$ cat src/rtl/DPE_params.sv
// DPE_params: shared DPE datapath parameters, element/vector types and packer FSM states
package DPE_params;
    localparam int INPUT_VEC_LEN = 8;
    localparam int WIDTH         = 16;
    localparam int LANE_IDX_W    = $clog2(INPUT_VEC_LEN);
    localparam int CNT_W         = $clog2(INPUT_VEC_LEN + 1);
    typedef logic [WIDTH-1:0] elem_t;
    typedef elem_t [INPUT_VEC_LEN-1:0] vec_t;
    typedef enum logic {PK_FILL, PK_HOLD} pk_state_t;
endpackage

$ cat src/rtl/dpe_vec_packer.sv
// dpe_vec_packer: packs a scalar element stream into zero-padded vectors for the DPE vector adder
module dpe_vec_packer #(
    parameter int INPUT_VEC_LEN = DPE_params::INPUT_VEC_LEN,
    parameter int WIDTH         = DPE_params::WIDTH,
    parameter int LANE_IDX_W    = $clog2(INPUT_VEC_LEN),
    parameter int CNT_W         = $clog2(INPUT_VEC_LEN + 1)
) (
    input  logic                                  clk,
    input  logic                                  rst_n,
    input  logic                                  elem_valid,
    output logic                                  elem_ready,
    input  logic [WIDTH-1:0]                      elem_data,
    input  logic                                  elem_last,
    output logic                                  vec_valid,
    input  logic                                  vec_ready,
    output logic [INPUT_VEC_LEN-1:0][WIDTH-1:0]   vec_data,
    output logic [CNT_W-1:0]                      vec_count
);
    import DPE_params::*;

    pk_state_t                           state;
    logic [LANE_IDX_W-1:0]               idx;
    logic [INPUT_VEC_LEN-1:0][WIDTH-1:0] lanes;
    logic [INPUT_VEC_LEN-1:0][WIDTH-1:0] merged;
    logic [CNT_W-1:0]                    pend;
    logic [CNT_W-1:0]                    fill_cnt;
    logic                                accept;
    logic                                completing;
    logic                                slot_free;

    assign elem_ready = rst_n && state == PK_FILL;
    assign accept     = elem_valid && elem_ready;
    assign completing = idx == LANE_IDX_W'(INPUT_VEC_LEN - 1) || elem_last;
    assign slot_free  = !vec_valid || vec_ready;
    assign fill_cnt   = CNT_W'(idx) + CNT_W'(1);

    // Lanes above idx are always zero, so the merged view doubles as the zero-padded vector
    for (genvar i = 0; i < INPUT_VEC_LEN; i++) begin : g_lane
        assign merged[i] = (accept && idx == LANE_IDX_W'(i)) ? elem_data : lanes[i];
    end

    // Fill buffer, HOLD overflow slot and output register
    always_ff @(posedge clk) begin
        if (!rst_n) begin
            state     <= PK_FILL;
            idx       <= '0;
            lanes     <= '0;
            pend      <= '0;
            vec_valid <= 1'b0;
            vec_data  <= '0;
            vec_count <= '0;
        end else begin
            if (vec_valid && vec_ready)
                vec_valid <= 1'b0;
            if (accept) begin
                if (completing && slot_free) begin
                    vec_data  <= merged;
                    vec_count <= fill_cnt;
                    vec_valid <= 1'b1;
                    idx       <= '0;
                    lanes     <= '0;
                end else if (completing) begin
                    lanes <= merged;
                    pend  <= fill_cnt;
                    state <= PK_HOLD;
                end else begin
                    lanes <= merged;
                    idx   <= idx + LANE_IDX_W'(1);
                end
            end
            if (state == PK_HOLD && slot_free) begin
                vec_data  <= lanes;
                vec_count <= pend;
                vec_valid <= 1'b1;
                lanes     <= '0;
                idx       <= '0;
                state     <= PK_FILL;
            end
        end
    end
endmodule
$ cat config.mk
export PLATFORM = sky130hd
export DESIGN_NAME = dpe_vec_packer
export DESIGN_NICKNAME = d
export VERILOG_FILES = /design/src/rtl/DPE_params.sv /design/src/rtl/dpe_vec_packer.sv
export SDC_FILE = /design/constraint.sdc
export NUM_CORES = 1
export LEC_CHECK = 0
export ABC_AREA = 1
export CORE_MARGIN = 2
export CORE_UTILIZATION = 50
export CTS_CLUSTER_SIZE = 24
export DETAILED_ROUTE_END_ITERATION = 7
export PLACE_DENSITY = 0.74
export SYNTH_ARGS = -nofsm -noshare
export SYNTH_HDL_FRONTEND = slang
export SYNTH_SLANG_ARGS = --single-unit
$ cat constraint.sdc
create_clock -name clk -period 2.9 [get_ports clk]
set_clock_uncertainty 0.2 [all_clocks]
set_input_delay 0.58 -clock clk [delete_from_list [all_inputs] [get_ports clk]]
set_output_delay 0.58 -clock clk [all_outputs]
set_load 0.02 [all_outputs]
# [Word level (Yosys, flattened, before mapping)]
# Index checks and enable logic that the tools add are counted.
[word_totals] register_bits=269 latchBits=0 ramBits=0 romBits=0 input_bits=21 out_inout_bits=134 mem_count=0
[classes] add_sub_neg=2 n_mul=0 div_mod_pow=0 order_cmp=0 eq_ne=8 shifts=0 muxes=21 n_bitwise=3 n_reduce_logical=23
[op_table] cell="$mux W128" count=4
[op_table] cell="$mux W16" count=8
[op_table] cell="$logic_and A1 B1 Y1" count=13
[op_table] cell="$eq A3 B3 Y1 const B" count=4
[op_table] cell="$mux W4" count=3
[op_table] cell="$eq A3 B2 Y1 const B" count=2
[op_table] cell="$mux W3" count=2
[op_table] cell="$add A3 B1 Y4 const B" count=1
[op_table] cell="$mux W1" count=4
[op_table] cell="$reduce_and A2 Y1" count=2
[op_table] cell="$reduce_bool A2 Y1" count=2
[op_table] cell="$add A3 B1 Y3 const B" count=1
[op_table] cell="$eq A3 B1 Y1 const B" count=1
[op_table] cell="$logic_not A3 Y1" count=1
[op_table] cell="$not A1 Y1" count=3
[op_table] cell="$reduce_and A3 Y1" count=1
[op_table] cell="$logic_or A1 B1 Y1" count=2
[op_table] cell="$ne A2 B1 Y1 const B" count=1
[op_table] cell="$reduce_or A2 Y1" count=1
[op_table] cell="$logic_not A1 Y1" count=1

# [Depth between registers and ports, before layout]
# Gate-level depths: netlist of run 1.
[logic_depth] depth_word=8 ltp_mapped=11 mapped_depth_nobuf=9

# [Worst setup path before layout of run 1]
# No wires, ideal clock.
[synth_timing] path_kind="flip-flop to flip-flop" start="register idx[0]" end="register vec_data[0] (netlist name)" setup_ns=0.070 arrival_time_ns=1.764 required_ns=2.630 slack_ns=0.865 path_stages_with_launch=12 n_path_buf=2 synth_period_minus_slack_ns=2.035 path_cell_list="dfxtp_1 > ha_1 > ha_1 > inv_1 > nand2_1 > nand2_1 > nor2_1 > nor2_2 > buf_2 > buf_4 > nand2_1 > a21oi_1"
[synth_between] elab_chain_len=6 word_cells_on_any_way=11
[synth_rtl] item="start, declared" line="dpe_vec_packer.sv:22" rtl="logic [LANE_IDX_W-1:0] idx;"
[synth_rtl] item="start signal, assigned" line="dpe_vec_packer.sv:68" rtl="idx <= idx + LANE_IDX_W'(1);"
[synth_rtl] item="$logic_not A3 Y1" line="dpe_vec_packer.sv:39" rtl="assign merged[i] = (accept && idx == LANE_IDX_W'(i)) ? elem_data : lanes[i];"
[synth_rtl] item="$logic_and A1 B1 Y1" line="dpe_vec_packer.sv:39"
[synth_rtl] item="$mux W16" line="dpe_vec_packer.sv:39"
[synth_rtl] item="$mux W128" line="dpe_vec_packer.sv:56" rtl="if (completing && slot_free) begin"
[synth_rtl] item="$mux W128" line="dpe_vec_packer.sv:55" rtl="if (accept) begin"
[synth_rtl] item="$mux W128" line="dpe_vec_packer.sv:71" rtl="if (state == PK_HOLD && slot_free) begin"
[synth_rtl] item="end signal, assigned" line="dpe_vec_packer.sv:57" rtl="vec_data <= merged;"
[synth_rtl] item="end signal, assigned" line="dpe_vec_packer.sv:72" rtl="vec_data <= lanes;"
[synth_rtl] item="end, declared" line="dpe_vec_packer.sv:16" rtl="output logic [INPUT_VEC_LEN-1:0][WIDTH-1:0] vec_data,"
# Parallel ways exist; a longest one is shown, timed or not. The select of a mux whose other input is x is not followed.
# A chain may end at the register's enable or synchronous reset.

# [Worst setup path after layout of run 1]
[layout_timing] start="input port rst_n" end="output port elem_ready"
[layout_between] elab_chain_len=1
[layout_rtl] item="start, declared" line="dpe_vec_packer.sv:9" rtl="input logic rst_n,"
[layout_rtl] item="$logic_and A1 B1 Y1" line="dpe_vec_packer.sv:31" rtl="assign elem_ready = rst_n && state == PK_FILL;"
[layout_rtl] item="end, declared" line="dpe_vec_packer.sv:11" rtl="output logic elem_ready,"
# No other way between the ends.

==> results of run 1 <==
==> logic make-up (layout without fill, tap and decap cells) <==
| group | count (synthesis) | after routing |
|---|---|---|
| AND/OR/NAND/NOR | 905 | 905 |
| AO/OA/AOI/OAI | 322 | 322 |
| flip-flops | 269 | 269 |
| buffers and inverters | 190 | 330 |
| adder cells (fa/ha/maj) | 6 | 6 |
==> per-layer routing <==
| layer | part of all wire | track usage | vias to the layer above |
|---|---|---|---|
| li1 | - | - | 5528 |
| met1 | 0.43 | 0.342 | 5107 |
| met2 | 0.48 | 0.456 | 288 |
| met3 | 0.058 | 0.0379 | 68 |
| met4 | 0.035 | 0.0896 | 0 |
| met5 | 0 | 0 | - |
==> power groups by stage <==
stage               sequential [mW]  combinational, mW  clock, mW
global route                   3.71              0.478       3.73
detailed placement             3.79              0.445          0
finish                         3.71              0.451       3.53
floorplan                      3.80              0.237          0
CTS                            3.71              0.446       3.57
global placement               3.79              0.445          0
==> state kept, by name, summed over array words and instances (netlist names) <==
signal     cells
lanes        128
vec_data     128
pend           4
vec_count      4
idx            3
state          1
vec_valid      1
==> Yosys cell counts (2+ instances only) <==
master / instances
nand3_1: 7
dfxtp_1: 269
nor2_1: 25
o21ai_0: 4
o21bai_1: 49
clkbuf_1: 69
inv_1: 66
nand2_1: 868
buf_4: 16
a21oi_1: 267
buf_2: 32
nor3_1: 3
nor2_2: 2
buf_1: 5
ha_1: 6
==> final cells by class <==
class                      instances  area, µm²  share of cell area
clock inverter                     7       62.6             0.00435
timing repair buffer             214       2200               0.153
sequential                       269       5390               0.375
inverter                          67        254              0.0177
tap                              285        357              0.0248
clock buffer                      42        845              0.0587
multi-input combinational       1233       5270               0.367
==> worst reg2reg max path, delay by kind of cell, from the launching register on <==
kind | cells | cell delay (ns)
AO/OA/AOI/OAI | 1 | 0.16
adder cells (fa/ha/maj) | 2 | 0.45
buffers and inverters | 2 | 0.41
flip-flops | 1 | 0.36
AND/OR/NAND/NOR | 5 | 0.78
==> layout by cell type, fill, tap and decap left out, drive strengths merged <==
| master | n |
|---|---|
| a21oi | 268 |
| buf | 60 |
| bufinv | 1 |
| clkbuf | 42 |
| clkdlybuf4s50 | 154 |
| clkinv | 5 |
| clkinvlp | 1 |
| dfxtp | 269 |
| ha | 6 |
| inv | 67 |
| nand2 | 868 |
| nand3 | 7 |
| nor2 | 27 |
| nor3 | 3 |
| o21ai | 5 |
| o21bai | 49 |
==> per-stage QoR <==
| step | hold slack, ns | util | cells | setup WS (ns) |
|---|---|---|---|---|
| 6_report | 0.261 | 0.637 | 2117 | 0.158 |
| 5_1_grt | 0.281 | 0.637 | 2117 | 0.143 |
| 4_1_cts | 0.264 | 0.637 | 2117 | 0.158 |
| 3_5_place_dp | 0.254 | 0.597 | 2068 | 0.0661 |
| 3_3_place_gp | 0.251 | 0.597 | 2068 | 0.176 |
| 2_1_floorplan | 0.245 | - | 1692 | 0.865 |
==> how the worst min path moves through the flow <==
stage | cells past startpoint | endpoint | slack, ns | start
final | 2 | vec_data[37] | 0.26 | vec_data[37]
after global routing | 2 | lanes[32] | 0.28 | lanes[32]
after CTS | 2 | vec_data[101] | 0.26 | vec_data[101]
after detailed placement | 2 | vec_data[101] | 0.25 | vec_data[101]
after global placement | 2 | lanes[39] | 0.25 | lanes[39]
after floorplan | 2 | lanes[0] | 0.25 | lanes[0]
==> run summary, run 1 <==
Final ANT Viol Nets - 0
Die Area - 24100 µm²
P_int - 5.92 mW
FP Rows - 55
YS warnings - 0
Combinational power share - 0.059
Synth Net Count - 1719
CP cell instances - clkdlybuf4s50_1 -> inv_4 -> nor2_2 -> clkdlybuf4s50_1
H-tree levels - 1
Final Cycle Share - 0.945
CP Class - primary input to output pin
Total number of vias - 10991
CTS resizes - 0
Top-area cell type share of the netlist area - 0.471
DP HPWL - 19800 µm
Req. time, crit path - 2.12 ns
Power density over the cells - 535 nW/µm²
IO Port Bufs - 154
Max_cap viols - 0
Root Buffer Master - clkbuf_16
Main area contributors after synthesis - dfxtp_1 (47%), nand2_1 (28%), a21oi_1 (12%), o21bai_1 (3.2%), clkbuf_1 (2.3%)
Vias in the first global route - 10362
Sequential area share after synthesis - 0.471
Critical path endpoint category - output pin
Die width - 155 µm
1st-iter DRT viols - 962
First-pass GRT wire length - 52200 µm
Crit-path slowest cell - clkdlybuf4s50_1
CTS Hold Bufs - 0
Total wire length - 32100 µm
Drt first pass iters - 7
I/O pin cnt - 155
Routed len/inst - 15.2 µm
Reg-to-reg setup timing slack - 0.46 ns
Initial antenna violation count - 0
Placed inst area - 13500 µm²
Post-Synth Simple-Gate Area - 0.299
Diode count - 0
Max stage delay on crit path - 0.68 ns
Largest area contributor in the synthesized netlist - dfxtp_1
Ys async rst share - 0
Post-synthesis adder-cell area fraction - 0.00657
Grt ovf - 0
WP buf/inv - 3
Clock Tree Buf Depth - 3
Worst setup startpoint - rst_n
Post-synthesis compound-gate area fraction - 0.152
Hold Path Class - flip-flop to flip-flop
Stages on the worst setup path - 4
CP Launch Type - primary input
Worst slew margin - 0.509
Post-synth EDFFs - 0
Syn Area/Cell - 6.76 µm²
Mapped Area - 11400 µm²
Total CTS buffers - 28
Leakage power - 5.34 nW
Largest net degree at the start of global routing - 135
Achievable Freq - 365 MHz
Crit path DAT - 1.96 ns
Sequential share of power - 0.483
Reg clk slew, reported paths - 0.06 ns
Layout cells sized above 1 - 0.0600
Post-CTS setup buffer count - 0
Initial Util - 0.507
Largest family of logic cells by synthesized area - simple AND/OR/NAND/NOR gates
Synth-to-layout area growth - 25.8%
CP delay by family, top - buffers and inverters
Core area - 22600 µm²
VDD IR max - 0.436 mV
Clock share of power - 0.459
GP Congestion - 0.877
Slew at the pin closest to its max-slew limit - 0.734 ns
Die height - 155 µm
Clk_lat worst skew - 0.54 ns
Final slew viol count - 0
Final-stage net count - 1840
Clock Sinks - 269
CTS tree - built
Final min period - 2.74 ns
Post-route cell area - 14400 µm²
Drc violations - 0
CP Max Fanout - 2
Sw frac - 0.231
Vias per cell - 5.19
RSZ-0062 raised after global routing - false
R2R Path Start - idx[0]
Final setup fails - 0
Setup_tns - 0 ns
Ys flop type - dfxtp_1
R2R Path End - vec_data[58]
Reg2Reg Depth - 10
Crit path top cell by count - clkdlybuf4s50_1
Post-synthesis register bit count - 269
Tot Pwr - 7.69 mW
Yosys cell types - 19
Synth Area in XOR/XNOR - 0
Mux share of post-synthesis cell area - 0
Mapped Cells - 1692
Overall Global Routing Usage - 0.265
Final Hold Vio Count - 0
Status - complete, no violations
Crit path to - elem_ready
Sw Pwr - 1.77 mW
Fill cell count - 2043
No activity file was read; power rests on OpenSTA's default activity.
==> inputs of run 2 (changes only) <==
clock period = 3.1 ns   (was 2.9 ns; I/O delays follow)
==> run summary, run 2 (same netlist as run 1, synthesis figures left out) <==
Total number of vias - 11014
CP Class - primary input to output pin
VDD IR max - 0.338 mV
Root Buffer Master - clkbuf_16
Worst Slack Setup Final - 0.140 ns
Multi-input logic area - 5270 µm²
Vias per cell - 5.25
Placed cells - 2050
Pre-CTS setup slack - 0.140 ns
Synth-to-layout area growth - 24.4%
Core area - 22600 µm²
Drc violations - 0
Largest net degree at the start of global routing - 70
Status - complete, no violations
Final slew viol count - 0
CTS tree - built
Fill cell count - 2029
Critical path endpoint category - output pin
Total CTS buffers - 28
Initial Util - 0.507
Slew at the pin closest to its max-slew limit - 0.746 ns
IO Port Bufs - 154
Clock Tree Buf Depth - 3
RSZ-0062 raised after global routing - false
Leading cell type in the layout, fill and taps excluded - nand2_1
CP Max Fanout - 3
Final min period - 2.96 ns
Max_cap viols - 0
Diode count - 0
DP HPWL - 19800 µm
CTS resizes - 0
Setup_tns - 0 ns
Largest regs - lanes (128), vec_data (128)
Reg clk slew, reported paths - 0.06 ns
Final setup fails - 0
Final Non-Filler Cells - 2099
CP Launch Type - primary input
Register area - 5390 µm²
Crit path DAT - 2.14 ns
Die Area - 24100 µm²
Final Cycle Share - 0.955
Routed len/inst - 15.3 µm
Final-stage net count - 1822
Die width - 155 µm
Initial antenna violation count - 0
Achievable Freq - 338 MHz
Total wire length - 32200 µm
Layout cells sized above 1 - 0.0496
Die height - 155 µm
Post-CTS setup buffer count - 0
Clock Sinks - 269
Most frequent cells in the layout - nand2_1 (867), dfxtp_1 (269), a21oi_1 (267), clkdlybuf4s50_1 (154), inv_1 (66)
Overall Global Routing Usage - 0.260
CTS Hold Bufs - 0
Final ANT Viol Nets - 0
H-tree levels - 1
Clk_lat worst skew - 0.54 ns
GP Congestion - 0.846
Worst slew margin - 0.501
Leakage power - 5.25 nW
FP Rows - 55
1st-iter DRT viols - 913
Drt first pass iters - 6
Power density over the cells - 518 nW/µm²
Grt ovf - 0
Vias in the first global route - 10233
First-pass GRT wire length - 51100 µm
I/O pin cnt - 155
Hold Path Class - flip-flop to flip-flop
Req. time, crit path - 2.28 ns
Final Hold Vio Count - 0
-- run 2: power breakdown --
part | switching, mW | leakage [nW] | internal (mW)
combinational | 0.298 | 2.62 | 0.0983
sequential | 0.00547 | 2.17 | 3.47
clock | 1.35 | 0.471 | 2.15
total | 1.65 | 5.25 | 5.72
-- run 2: final cells by class --
class                           instances  share of cell area
Sequential cell                       269               0.379
Multi-Input combinational cell       1233               0.371
Timing Repair Buffer                  196               0.140
Clock buffer                           42              0.0580
Tap cell                              285              0.0251
Inverter                               67              0.0179
Clock inverter                          7             0.00950
-- run 2: final timing paths --
| check | slack [ns] | end | cells past startpoint | start |
|---|---|---|---|---|
| setup / recovery | 0.14 | elem_ready | 4 | rst_n |
| hold / removal | 0.26 | vec_data[36] | 2 | vec_data[36] |
| setup reg to reg | 0.72 | vec_data[126] | 10 | idx[0] |
| hold reg to reg | 0.26 | vec_data[36] | 2 | vec_data[36] |
-- run 2: per-layer routing --
metal	share of wire	GRT usage	vias up
met3	0.054	0.0318	78
met4	0.036	0.0948	0
li1	-	-	5483
met5	0	0	-
met1	0.43	0.338	5094
met2	0.48	0.445	359
-- run 2: per-stage QoR --
| step | instance area [µm²] | utilization | hold WS [ns] | total power [mW] |
|---|---|---|---|---|
| final | 14200 | 0.630 | 0.262 | 7.37 |
| after global routing | 14200 | 0.630 | 0.275 | 7.55 |
| after CTS | 14200 | 0.630 | 0.264 | 7.39 |
| after detailed placement | 13300 | 0.588 | 0.255 | 3.94 |
| after global placement | 13300 | 0.588 | 0.251 | 3.94 |
| after floorplan | 11400 | - | 0.245 | 3.77 |
-- run 2: critical path: stages --
cell and delay, ns:
clkdlybuf4s50_1 0.64, inv_4 0.06, nor2_2 0.17, clkdlybuf4s50_1 0.64
